$ cat src/rtl/mem_port_arbiter_pkg.sv
// rtl/mem_port_arbiter_pkg.sv - shared types and sizes for the memory port arbiter
// Widths follow MEM_ADDR_SIZE / MEM_BANDWIDTH when the surrounding build defines them.
`ifndef MEM_ADDR_SIZE
`define MEM_ADDR_SIZE 16
`endif

`ifndef MEM_BANDWIDTH
`define MEM_BANDWIDTH 4
`endif

package mem_port_arbiter_pkg;

  localparam int MEM_ADDR_W = `MEM_ADDR_SIZE;
  localparam int MEM_DATA_W = `MEM_BANDWIDTH * 8;

  localparam int MEM_NUM_REQ = 3;

  typedef enum logic [1:0] {
    REQ_IFMAP  = 2'd0,
    REQ_WEIGHT = 2'd1,
    REQ_COMP   = 2'd2
  } MEM_REQ_ID;

  typedef enum logic {
    ARB_IDLE    = 1'b0,
    ARB_RD_WAIT = 1'b1
  } MEM_ARB_STATE;

  function automatic logic [1:0] rr_next(input logic [1:0] idx);
    return (idx >= 2'd2) ? 2'd0 : idx + 2'd1;
  endfunction

endpackage

$ cat src/rtl/mem_port_arbiter_if.sv
// rtl/mem_port_arbiter_if.sv - client and memory-side signals of the memory port arbiter
// The slave modport is the arbiter's view; master is the clients-plus-memory view.
interface mem_port_arbiter_if
  import mem_port_arbiter_pkg::*;
#(
  parameter int ADDR_W = MEM_ADDR_W,
  parameter int DATA_W = MEM_DATA_W
);
  logic              ifmap_req_valid;
  logic [ADDR_W-1:0] ifmap_req_addr;
  logic              ifmap_req_ready;
  logic [DATA_W-1:0] ifmap_rdata;
  logic              ifmap_rvalid;

  logic              weight_req_valid;
  logic [ADDR_W-1:0] weight_req_addr;
  logic              weight_req_ready;
  logic [DATA_W-1:0] weight_rdata;
  logic              weight_rvalid;

  logic              comp_wr_valid;
  logic [ADDR_W-1:0] comp_wr_addr;
  logic [DATA_W-1:0] comp_wr_data;
  logic              comp_wr_ready;

  logic [ADDR_W-1:0] mem_addr;
  logic [DATA_W-1:0] mem_write_data;
  logic              mem_read;
  logic              mem_write;
  logic [DATA_W-1:0] mem_read_data;
  logic              mem_valid;

  logic              busy;

  modport slave (
    input  ifmap_req_valid, ifmap_req_addr,
    output ifmap_req_ready, ifmap_rdata, ifmap_rvalid,
    input  weight_req_valid, weight_req_addr,
    output weight_req_ready, weight_rdata, weight_rvalid,
    input  comp_wr_valid, comp_wr_addr, comp_wr_data,
    output comp_wr_ready,
    output mem_addr, mem_write_data, mem_read, mem_write,
    input  mem_read_data, mem_valid,
    output busy
  );

  modport master (
    output ifmap_req_valid, ifmap_req_addr,
    input  ifmap_req_ready, ifmap_rdata, ifmap_rvalid,
    output weight_req_valid, weight_req_addr,
    input  weight_req_ready, weight_rdata, weight_rvalid,
    output comp_wr_valid, comp_wr_addr, comp_wr_data,
    input  comp_wr_ready,
    input  mem_addr, mem_write_data, mem_read, mem_write,
    output mem_read_data, mem_valid,
    input  busy
  );
endinterface

$ cat src/rtl/mem_port_arbiter_rr_arbiter3.sv
// rtl/mem_port_arbiter_rr_arbiter3.sv - combinational 3-way round-robin pick
// Search starts just after the last winner and wraps modulo 3.
module rr_arbiter3
  import mem_port_arbiter_pkg::*;
(
  input  logic [MEM_NUM_REQ-1:0] i_valid,
  input  logic [1:0]             i_rr_last,
  output logic [MEM_NUM_REQ-1:0] o_grant,
  output logic [1:0]             o_idx,
  output logic                   o_any
);
  logic [1:0] w_c0;
  logic [1:0] w_c1;
  logic [1:0] w_c2;

  assign w_c0  = rr_next(i_rr_last);
  assign w_c1  = rr_next(w_c0);
  assign w_c2  = rr_next(w_c1);
  assign o_any = |i_valid;

  always_comb begin
    o_grant = '0;
    o_idx   = 2'd0;
    if (i_valid[w_c0]) begin
      o_idx = w_c0;
    end else if (i_valid[w_c1]) begin
      o_idx = w_c1;
    end else if (i_valid[w_c2]) begin
      o_idx = w_c2;
    end
    if (o_any) begin
      o_grant[o_idx] = 1'b1;
    end
  end
endmodule

$ cat src/rtl/mem_port_arbiter.sv
// rtl/mem_port_arbiter.sv - round-robin owner of the external memory port, one read in flight
// MEM_ARB_PERF_EN adds saturating grant/wait/stall counters.
module mem_port_arbiter
  import mem_port_arbiter_pkg::*;
#(
  parameter int ADDR_W = MEM_ADDR_W,
  parameter int DATA_W = MEM_DATA_W
`ifdef MEM_ARB_PERF_EN
  , parameter int PERF_W = 32
`endif
)(
  input  logic clk,
  input  logic rst_n,
  mem_port_arbiter_if.slave bus
`ifdef MEM_ARB_PERF_EN
  , output logic [PERF_W-1:0] perf_grant_cnt [MEM_NUM_REQ],
  output logic [PERF_W-1:0] perf_wait_cnt,
  output logic [PERF_W-1:0] perf_stall_cnt
`endif
);
  MEM_ARB_STATE      r_state;
  MEM_ARB_STATE      w_state_nxt;
  logic [1:0]        r_rr_last;
  logic [1:0]        r_owner;
  logic [ADDR_W-1:0] r_mem_addr;
  logic [DATA_W-1:0] r_mem_wdata;
  logic              r_mem_read;
  logic              r_mem_write;
  logic [DATA_W-1:0] r_ifmap_rdata;
  logic [DATA_W-1:0] r_weight_rdata;
  logic              r_ifmap_rvalid;
  logic              r_weight_rvalid;

  logic [MEM_NUM_REQ-1:0] w_valid;
  logic [MEM_NUM_REQ-1:0] w_grant;
  logic [MEM_NUM_REQ-1:0] w_ready;
  logic [1:0]             w_idx;
  logic                   w_any;
  logic                   w_xfer;
  logic                   w_rd_xfer;
  logic                   w_wr_xfer;
  logic                   w_rd_done;
  logic [ADDR_W-1:0]      w_rd_addr;

  assign w_valid = {bus.comp_wr_valid, bus.weight_req_valid, bus.ifmap_req_valid};

  rr_arbiter3 u_rr (
    .i_valid   (w_valid),
    .i_rr_last (r_rr_last),
    .o_grant   (w_grant),
    .o_idx     (w_idx),
    .o_any     (w_any)
  );

  always_ff @(posedge clk) begin
    if (!rst_n) begin
      r_state <= ARB_IDLE;
    end else begin
      r_state <= w_state_nxt;
    end
  end

  // The grant vector only ever selects a valid requester, so any valid in IDLE is a transfer.
  always_comb begin
    w_state_nxt = r_state;
    w_ready     = '0;
    w_xfer      = 1'b0;
    w_rd_done   = 1'b0;
    case (r_state)
      ARB_IDLE: begin
        w_ready = w_grant;
        w_xfer  = w_any;
        if (w_any && (w_idx != REQ_COMP)) begin
          w_state_nxt = ARB_RD_WAIT;
        end
      end
      ARB_RD_WAIT: begin
        if (bus.mem_valid) begin
          w_rd_done   = 1'b1;
          w_state_nxt = ARB_IDLE;
        end
      end
      default: w_state_nxt = ARB_IDLE;
    endcase
  end

  assign w_rd_xfer = w_xfer && (w_idx != REQ_COMP);
  assign w_wr_xfer = w_xfer && (w_idx == REQ_COMP);
  assign w_rd_addr = (w_idx == REQ_WEIGHT) ? bus.weight_req_addr : bus.ifmap_req_addr;

  always_ff @(posedge clk) begin
    if (!rst_n) begin
      r_rr_last       <= 2'd2;
      r_owner         <= 2'd0;
      r_mem_addr      <= '0;
      r_mem_wdata     <= '0;
      r_mem_read      <= 1'b0;
      r_mem_write     <= 1'b0;
      r_ifmap_rdata   <= '0;
      r_weight_rdata  <= '0;
      r_ifmap_rvalid  <= 1'b0;
      r_weight_rvalid <= 1'b0;
    end else begin
      r_mem_read      <= 1'b0;
      r_mem_write     <= 1'b0;
      r_ifmap_rvalid  <= 1'b0;
      r_weight_rvalid <= 1'b0;
      if (w_xfer) begin
        r_rr_last <= w_idx;
      end
      if (w_rd_xfer) begin
        r_mem_addr <= w_rd_addr;
        r_mem_read <= 1'b1;
        r_owner    <= w_idx;
      end
      if (w_wr_xfer) begin
        r_mem_addr  <= bus.comp_wr_addr;
        r_mem_wdata <= bus.comp_wr_data;
        r_mem_write <= 1'b1;
      end
      if (w_rd_done) begin
        if (r_owner == REQ_WEIGHT) begin
          r_weight_rdata  <= bus.mem_read_data;
          r_weight_rvalid <= 1'b1;
        end else begin
          r_ifmap_rdata  <= bus.mem_read_data;
          r_ifmap_rvalid <= 1'b1;
        end
      end
    end
  end

  assign bus.ifmap_req_ready  = w_ready[REQ_IFMAP];
  assign bus.weight_req_ready = w_ready[REQ_WEIGHT];
  assign bus.comp_wr_ready    = w_ready[REQ_COMP];
  assign bus.ifmap_rdata      = r_ifmap_rdata;
  assign bus.ifmap_rvalid     = r_ifmap_rvalid;
  assign bus.weight_rdata     = r_weight_rdata;
  assign bus.weight_rvalid    = r_weight_rvalid;
  assign bus.mem_addr         = r_mem_addr;
  assign bus.mem_write_data   = r_mem_wdata;
  assign bus.mem_read         = r_mem_read;
  assign bus.mem_write        = r_mem_write;
  assign bus.busy             = (r_state != ARB_IDLE) || w_any;

`ifdef MEM_ARB_PERF_EN
  logic [PERF_W-1:0] r_perf_grant [MEM_NUM_REQ];
  logic [PERF_W-1:0] r_perf_wait;
  logic [PERF_W-1:0] r_perf_stall;

  function automatic logic [PERF_W-1:0] sat_inc(input logic [PERF_W-1:0] v);
    return (&v) ? v : v + PERF_W'(1);
  endfunction

  for (genvar g = 0; g < MEM_NUM_REQ; g++) begin : g_grant_cnt
    always_ff @(posedge clk) begin
      if (!rst_n) begin
        r_perf_grant[g] <= '0;
      end else if (w_xfer && (w_idx == 2'(g))) begin
        r_perf_grant[g] <= sat_inc(r_perf_grant[g]);
      end
    end
    assign perf_grant_cnt[g] = r_perf_grant[g];
  end

  always_ff @(posedge clk) begin
    if (!rst_n) begin
      r_perf_wait  <= '0;
      r_perf_stall <= '0;
    end else begin
      if (r_state == ARB_RD_WAIT) begin
        r_perf_wait <= sat_inc(r_perf_wait);
      end
      if (w_any && !w_xfer) begin
        r_perf_stall <= sat_inc(r_perf_stall);
      end
    end
  end

  assign perf_wait_cnt  = r_perf_wait;
  assign perf_stall_cnt = r_perf_stall;
`endif
endmodule

$ cat src/flat_wrapper.sv
// flat-port wrapper written by rule: the top's interface ports become plain ports
module mem_port_arbiter_flat import mem_port_arbiter_pkg::*;
#(
  parameter int ADDR_W = MEM_ADDR_W,
  parameter int DATA_W = MEM_DATA_W

)
  (clk, rst_n, bus_ifmap_req_valid, bus_ifmap_req_addr, bus_ifmap_req_ready, bus_ifmap_rdata, bus_ifmap_rvalid, bus_weight_req_valid, bus_weight_req_addr, bus_weight_req_ready, bus_weight_rdata, bus_weight_rvalid, bus_comp_wr_valid, bus_comp_wr_addr, bus_comp_wr_data, bus_comp_wr_ready, bus_mem_addr, bus_mem_write_data, bus_mem_read, bus_mem_write, bus_mem_read_data, bus_mem_valid, bus_busy);
  mem_port_arbiter_if #(.ADDR_W(ADDR_W), .DATA_W(DATA_W)) bus_i ();
  input  logic clk;
  input  logic rst_n;
  input wire logic [$bits(bus_i.ifmap_req_valid)-1:0] bus_ifmap_req_valid;
  input wire logic [$bits(bus_i.ifmap_req_addr)-1:0] bus_ifmap_req_addr;
  output wire logic [$bits(bus_i.ifmap_req_ready)-1:0] bus_ifmap_req_ready;
  output wire logic [$bits(bus_i.ifmap_rdata)-1:0] bus_ifmap_rdata;
  output wire logic [$bits(bus_i.ifmap_rvalid)-1:0] bus_ifmap_rvalid;
  input wire logic [$bits(bus_i.weight_req_valid)-1:0] bus_weight_req_valid;
  input wire logic [$bits(bus_i.weight_req_addr)-1:0] bus_weight_req_addr;
  output wire logic [$bits(bus_i.weight_req_ready)-1:0] bus_weight_req_ready;
  output wire logic [$bits(bus_i.weight_rdata)-1:0] bus_weight_rdata;
  output wire logic [$bits(bus_i.weight_rvalid)-1:0] bus_weight_rvalid;
  input wire logic [$bits(bus_i.comp_wr_valid)-1:0] bus_comp_wr_valid;
  input wire logic [$bits(bus_i.comp_wr_addr)-1:0] bus_comp_wr_addr;
  input wire logic [$bits(bus_i.comp_wr_data)-1:0] bus_comp_wr_data;
  output wire logic [$bits(bus_i.comp_wr_ready)-1:0] bus_comp_wr_ready;
  output wire logic [$bits(bus_i.mem_addr)-1:0] bus_mem_addr;
  output wire logic [$bits(bus_i.mem_write_data)-1:0] bus_mem_write_data;
  output wire logic [$bits(bus_i.mem_read)-1:0] bus_mem_read;
  output wire logic [$bits(bus_i.mem_write)-1:0] bus_mem_write;
  input wire logic [$bits(bus_i.mem_read_data)-1:0] bus_mem_read_data;
  input wire logic [$bits(bus_i.mem_valid)-1:0] bus_mem_valid;
  output wire logic [$bits(bus_i.busy)-1:0] bus_busy;
  assign bus_i.ifmap_req_valid = bus_ifmap_req_valid;
  assign bus_i.ifmap_req_addr = bus_ifmap_req_addr;
  assign bus_ifmap_req_ready = bus_i.ifmap_req_ready;
  assign bus_ifmap_rdata = bus_i.ifmap_rdata;
  assign bus_ifmap_rvalid = bus_i.ifmap_rvalid;
  assign bus_i.weight_req_valid = bus_weight_req_valid;
  assign bus_i.weight_req_addr = bus_weight_req_addr;
  assign bus_weight_req_ready = bus_i.weight_req_ready;
  assign bus_weight_rdata = bus_i.weight_rdata;
  assign bus_weight_rvalid = bus_i.weight_rvalid;
  assign bus_i.comp_wr_valid = bus_comp_wr_valid;
  assign bus_i.comp_wr_addr = bus_comp_wr_addr;
  assign bus_i.comp_wr_data = bus_comp_wr_data;
  assign bus_comp_wr_ready = bus_i.comp_wr_ready;
  assign bus_mem_addr = bus_i.mem_addr;
  assign bus_mem_write_data = bus_i.mem_write_data;
  assign bus_mem_read = bus_i.mem_read;
  assign bus_mem_write = bus_i.mem_write;
  assign bus_i.mem_read_data = bus_mem_read_data;
  assign bus_i.mem_valid = bus_mem_valid;
  assign bus_busy = bus_i.busy;
  mem_port_arbiter #(.ADDR_W(ADDR_W), .DATA_W(DATA_W)) u_core (.clk(clk), .rst_n(rst_n), .bus(bus_i));
endmodule
$ cat config.mk
export PLATFORM = sky130hd
export DESIGN_NAME = mem_port_arbiter_flat
export DESIGN_NICKNAME = d
export VERILOG_FILES = /design/src/rtl/mem_port_arbiter_pkg.sv /design/src/rtl/mem_port_arbiter_if.sv /design/src/rtl/mem_port_arbiter_rr_arbiter3.sv /design/src/rtl/mem_port_arbiter.sv /design/src/flat_wrapper.sv
export SDC_FILE = /design/constraint.sdc
export NUM_CORES = 1
export LEC_CHECK = 0
export CAP_MARGIN = 20
export CORE_UTILIZATION = 60
export DETAILED_ROUTE_END_ITERATION = 12
export DONT_BUFFER_PORTS = 1
export PLACE_DENSITY = 0.8
export SETUP_SLACK_MARGIN = 0.02
export SLEW_MARGIN = 40
export SYNTH_ARGS = -nofsm -noshare
export SYNTH_HDL_FRONTEND = slang
export SYNTH_SLANG_ARGS = --single-unit
export TNS_END_PERCENT = 30
$ cat constraint.sdc
create_clock -name clk -period 4.1 [get_ports clk]
set_input_delay 0.41 -clock clk [delete_from_list [all_inputs] [get_ports clk]]
set_output_delay 0.41 -clock clk [all_outputs]
set_load 0.005 [all_outputs]
==> reports/metrics.cfg <==
[critical_path]
cp.arrival_ps = 2160
path_class = flop to primary output
crit_path_max_fanout = 34
worstSetupEndpointType = primary output
startpoint_type = flop
required_ps = 3690

[global_routing]
grtUsageMet1_pct = 32.4
track_usage_pct = 28.5
antenna_found_initial = 0
grtUsageMet3_pct = 11.2
grt_pass1_wl_um = 19100
grt_start_max_net_pins = 138
grt_busiest_layer = met2
gr-usage-met2_pct = 46.8
grt_pass1_vias = 3918
grt.overflow.total = 0

[placement]
placed_cells = 621
numPortBuffers = 0
place_congestion = 0.761
place_area_um2 = 4840
post-dp-hpwl_um = 8230

[timing]
maxSlewViolCount = 0
max_slew.worst_pin.slew_ps = 798
setup_tns_ps = 0
period_minus_slack_ps = 2570
maxSlewHeadroom_pct = 46.8
rsz0062_at_grt = false
finalClockSkew_ps = 6.78
timing.final.crit_share_pct = 62.6
fin_hold_ws_ps = 46.7
hold_violations = 0
setup_violations = 0
fmax_mhz = 390

[clock_network]
clock-sinks = 121
cts_buffers = 17
cts_root_buffer = clkbuf_8
insertion_delay_ps = 500
cts.clk_slew.worst_paths_ps = 60
clockBufferDepth = 2
post_cts_buffers = 0
cts_tree = yes
htree_num_levels = 4

[yosys]
synth_seq_cells = 121
synth_cell_types = 29
synth_top_area_cell = dfxtp_1
synth_top_area_share_pct = 49.5
synthesis.nets = 682
synthTopCellsByArea = dfxtp_1, a21boi_0, nand2_1
yosys_warnings = 0
synth-seq-area-share_pct = 49.5
async_reset_ff_share_pct = 0
netlist_instances = 564
avgSynthCellArea_um2 = 8.69
synth_area_um2 = 4900
synth_ff_type = dfxtp_1
synth_edf_count = 0

[drt]
wl_per_cell_um = 18.8
drtPass1Iterations = 4
drt_iter0_drc = 182
avgViaCountPerCell = 6.05
antenna_left = 0
drc = 0
wl_um = 12300
vias = 3956

[finish]
fin_area_um2 = 5480
fin_util_pct = 70.2
instances_no_fill = 654
layout-drive-gt1-share_pct = 9.06
fin_nets = 657
layout_commonest_cell = nand2_1
layout_common_cells = nand2_1, dfxtp_1, a21boi_0, nand3_1, o21ai_0
syn2layout_area_growth_pct = 11.9
antenna_cells = 0

[die]
dieArea_um2 = 8530
dieHeight_um = 92.4
rows = 32
die_w_um = 92.4
fp.coreArea_um2 = 7810
start_util_pct = 62.7
io_pins = 238

[power_and_ir_drop]
ir_drop_mv = 0.344
power_density_nw_per_um2 = 561
p_leak_uw = 0.00190

[status]
status = finished, final reports clean

[flow_run]
drv_cap = 0

[min_path]
hold_class = primary input to flop

==> worst max-delay path, cell delays in order, from the launching register on <==
cell and delay, ps:
dfxtp_1 350, and2b_4 210, o21ai_2 110, buf_4 330, nand2_1 460, inv_1 190
==> registers in the layout (all words and copies together) (netlist names), 2 cells and up <==
register	cells
u_core.bus.mem_write_data	32
u_core.bus.mem_addr	16
u_core.r_rr_last	2
u_core.bus.weight_rdata	32
u_core.r_owner	2
u_core.bus.ifmap_rdata	32
==> per-layer routing <==
layer	share of wire [%]	vias up
li1	-	1887
met1	39	1866
met2	49	177
met3	10	26
met4	2.1	0
met5	0	-
==> per-stage QoR <==
step           total power (uW)  worst slack (ps)
5_1_grt                    3180              1390
2_1_floorplan              1500              2470
6_report                   3070              1530
4_1_cts                    3090              1530
3_3_place_gp               1520              2020
3_5_place_dp               1530              1990
==> worst paths after layout <==
kind / slack, ps / cells after the start / to / from
hold reg to reg: 480 / 2 / u_core.bus.weight_rdata[25] / u_core.bus.weight_rdata[25]
setup / recovery: 1530 / 5 / bus_comp_wr_ready / u_core.r_rr_last[0]
hold / removal: 50 / 2 / u_core.bus.weight_rdata[24] / bus_mem_read_data[24]
setup reg to reg: 2080 / 5 / u_core.bus.weight_rdata[10] / u_core.r_owner[0]
==> cell usage after synthesis, types with 4 or more instances <==
master and n:
nor2b_1 4, a21boi_0 89, o221ai_1 16, nand2b_1 4, clkbuf_1 27, o21ai_0 33, nand3_1 66, dfxtp_1 121
a21boi_1 10, mux2i_1 16, nand2_1 133, buf_2 19
==> report_power, final <==
group	switching (uW)	internal, uW	total [uW]
Combinational	133	82.6	216
Clock	543	1020	1570
Sequential	51.0	1240	1290
==> cell families (layout without fill, tap and decap cells) <==
logic type / count (synthesis) / count (layout) / share of synthesized area [%]
muxes: 16 / 16 / 3.27
AOI/OAI and AO/OA: 154 / 154 / 22.7
and+or+nand+nor: 220 / 220 / 19.5
DFF: 121 / 121 / 49.5
buffers and inverters: 53 / 41 / 5.08
==> area by class of cell <==
cell class                      instances  area (um2)
Clock buffer                           19         442
Clock inverter                         13         191
Inverter                                3        11.3
Fill cell                             589        2330
Timing Repair Buffer                    6        47.5
Multi-Input combinational cell        390        2240
Tap cell                              102         128
Sequential cell                       121        2420
==> what timing repair did <==
| action | in CTS | in global routing |
|---|---|---|
| resized for setup | 0 | 0 |
| endpoints found under the hold margin | 1 | 0 |
| hold buffers | 1 | 0 |
Note: power is estimated with default switching activity, not from simulation.
==> RTL edit, RTL diff (same settings) <==
`MEM_BANDWIDTH`: 4 -> 3.
--- a/src/rtl/mem_port_arbiter_pkg.sv
+++ b/src/rtl/mem_port_arbiter_pkg.sv
@@ -7,3 +7,3 @@
 `ifndef MEM_BANDWIDTH
-`define MEM_BANDWIDTH 4
+`define MEM_BANDWIDTH 3
 `endif
Ports: changed (5 resized); port bits go from 238 to 198. No check against the original RTL was run, so the function may have changed too.
==> RTL edit against the original RTL <==
Area after synthesis shrank 18%; global-route usage down 3.0 points; design area decreased by 24%; sequential power shrank 19%; sequential cell count is 24 lower; worst hold slack improved by 0.10 ns; critical path type unchanged; synthesized cell count fell by 20%; register-to-register slack lost 0.05 ns; total power fell by 41%; clock skew is essentially flat; worst setup slack improved by 0.45 ns; highest routed layer unchanged; utilization shrank 5.3 points; via count fell by 23%; wire length shrank 27%.
==> RTL edit: results (changes against the original RTL) <==
| Metric | Value |
|---|---|
| Register area share after synthesis | `0.485 (was 0.495)` |
| Critical Path Source | `u_core.r_rr_last[1] (was u_core.r_rr_last[0])` |
| Routed wl met2 | `4.46 mm (was 6.05 mm)` |
| CTS Hold Bufs | `0 (was 1)` |
| Wl on met1 | `3.52 mm (was 4.74 mm)` |
| Leak pwr | `1.51 nW (was 1.90 nW)` |
| Share of post-route cells with drive strength above 1 | `0.0849 (was 0.0906)` |
| Clock slew at reported path FFs | `0.09 ns (was 0.06 ns)` |
| Clk pwr share | `0.325 (was 0.510)` |
| CTS buffer count | `9 (was 17)` |
| Placer Congestion | `0.848 (was 0.761)` |
| Critical path fanouts, max | `17 (was 34)` |
| DR WL met3 | `803 um (was 1.25 mm)` |
| Rel. slew slack | `0.543 (was 0.468)` |
| Vias in the first global route | `2863 (was 3918)` |
| Commonest cells in the netlist | `nand2_1 (117), dfxtp_1 (97), a21boi_0 (54) (was nand2_1 (133), dfxtp_1 (121), a21boi_0 (89))` |
| HPWL reported at the end of detailed placement | `6.17 mm (was 8.23 mm)` |
| Skew-Pair Late Insertion Delay | `0.35 ns (was 0.50 ns)` |
| RR Endpoint | `u_core.bus.mem_addr[3] (was u_core.bus.weight_rdata[10])` |
| Worst hold slack | `0.147 ns (was 0.0467 ns)` |
| Hold-critical path depth | `1 (was 2)` |
| Worst reg2reg startpoint | `u_core.r_rr_last[0] (was u_core.r_owner[0])` |
| Slowest CP cell | `dfxtp_1 (was nand2_1)` |
| Initial DRT Pass Iterations | `6 (was 4)` |
| Crit path arrival time | `1.71 ns (was 2.16 ns)` |
| H-Tree Depth | `3 (was 4)` |
| Final #Nets | `534 (was 657)` |
| Worst Skew | `0.00728 ns (was 0.00678 ns)` |
| End of the critical path | `bus_ifmap_req_ready (was bus_comp_wr_ready)` |
| Outcome | `finished, final reports clean (unchanged)` |
| Hold Path Origin | `rst_n (was bus_mem_read_data[24])` |
| First-pass GRT wire length | `14.2 mm (was 19.1 mm)` |
| Detailed Route WL | `8.99 mm (was 12.3 mm)` |
| Met2 Track Usage GR | `0.434 (was 0.468)` |
| Hold Path End | `u_core.r_rr_last[1] (was u_core.bus.weight_rdata[24])` |
## RTL edit: final cells by class
| class | instances | area share |
|---|---|---|
| clock buffer | 10 | 0.0308 |
| clock inverter | 5 | 0.0136 |
| inverter | 21 | 0.0190 |
| multi-input combinational | 302 | 0.443 |
| sequential | 97 | 0.468 |
| tap | 77 | 0.0232 |
| timing repair buffer | 1 | 0.00181 |
## RTL edit: logic make-up after synthesis
family / count (synthesis) / share of synthesized area
flip-flops: 97 / 0.485
multiplexers: 16 / 0.0400
AND/OR/NAND/NOR: 161 / 0.172
buffers and inverters: 55 / 0.0637
AO/OA/AOI/OAI: 125 / 0.240
## RTL edit: through the flow
step	setup slack (ns)	std cells	power [mW]	utilization
6_report	1.98	513	1.82	0.649
5_1_grt	1.81	513	1.90	0.649
4_1_cts	1.98	513	1.84	0.649
3_5_place_dp	2.00	498	1.25	0.620
3_3_place_gp	1.83	498	1.24	0.617
2_1_floorplan	2.50	454	1.22	-
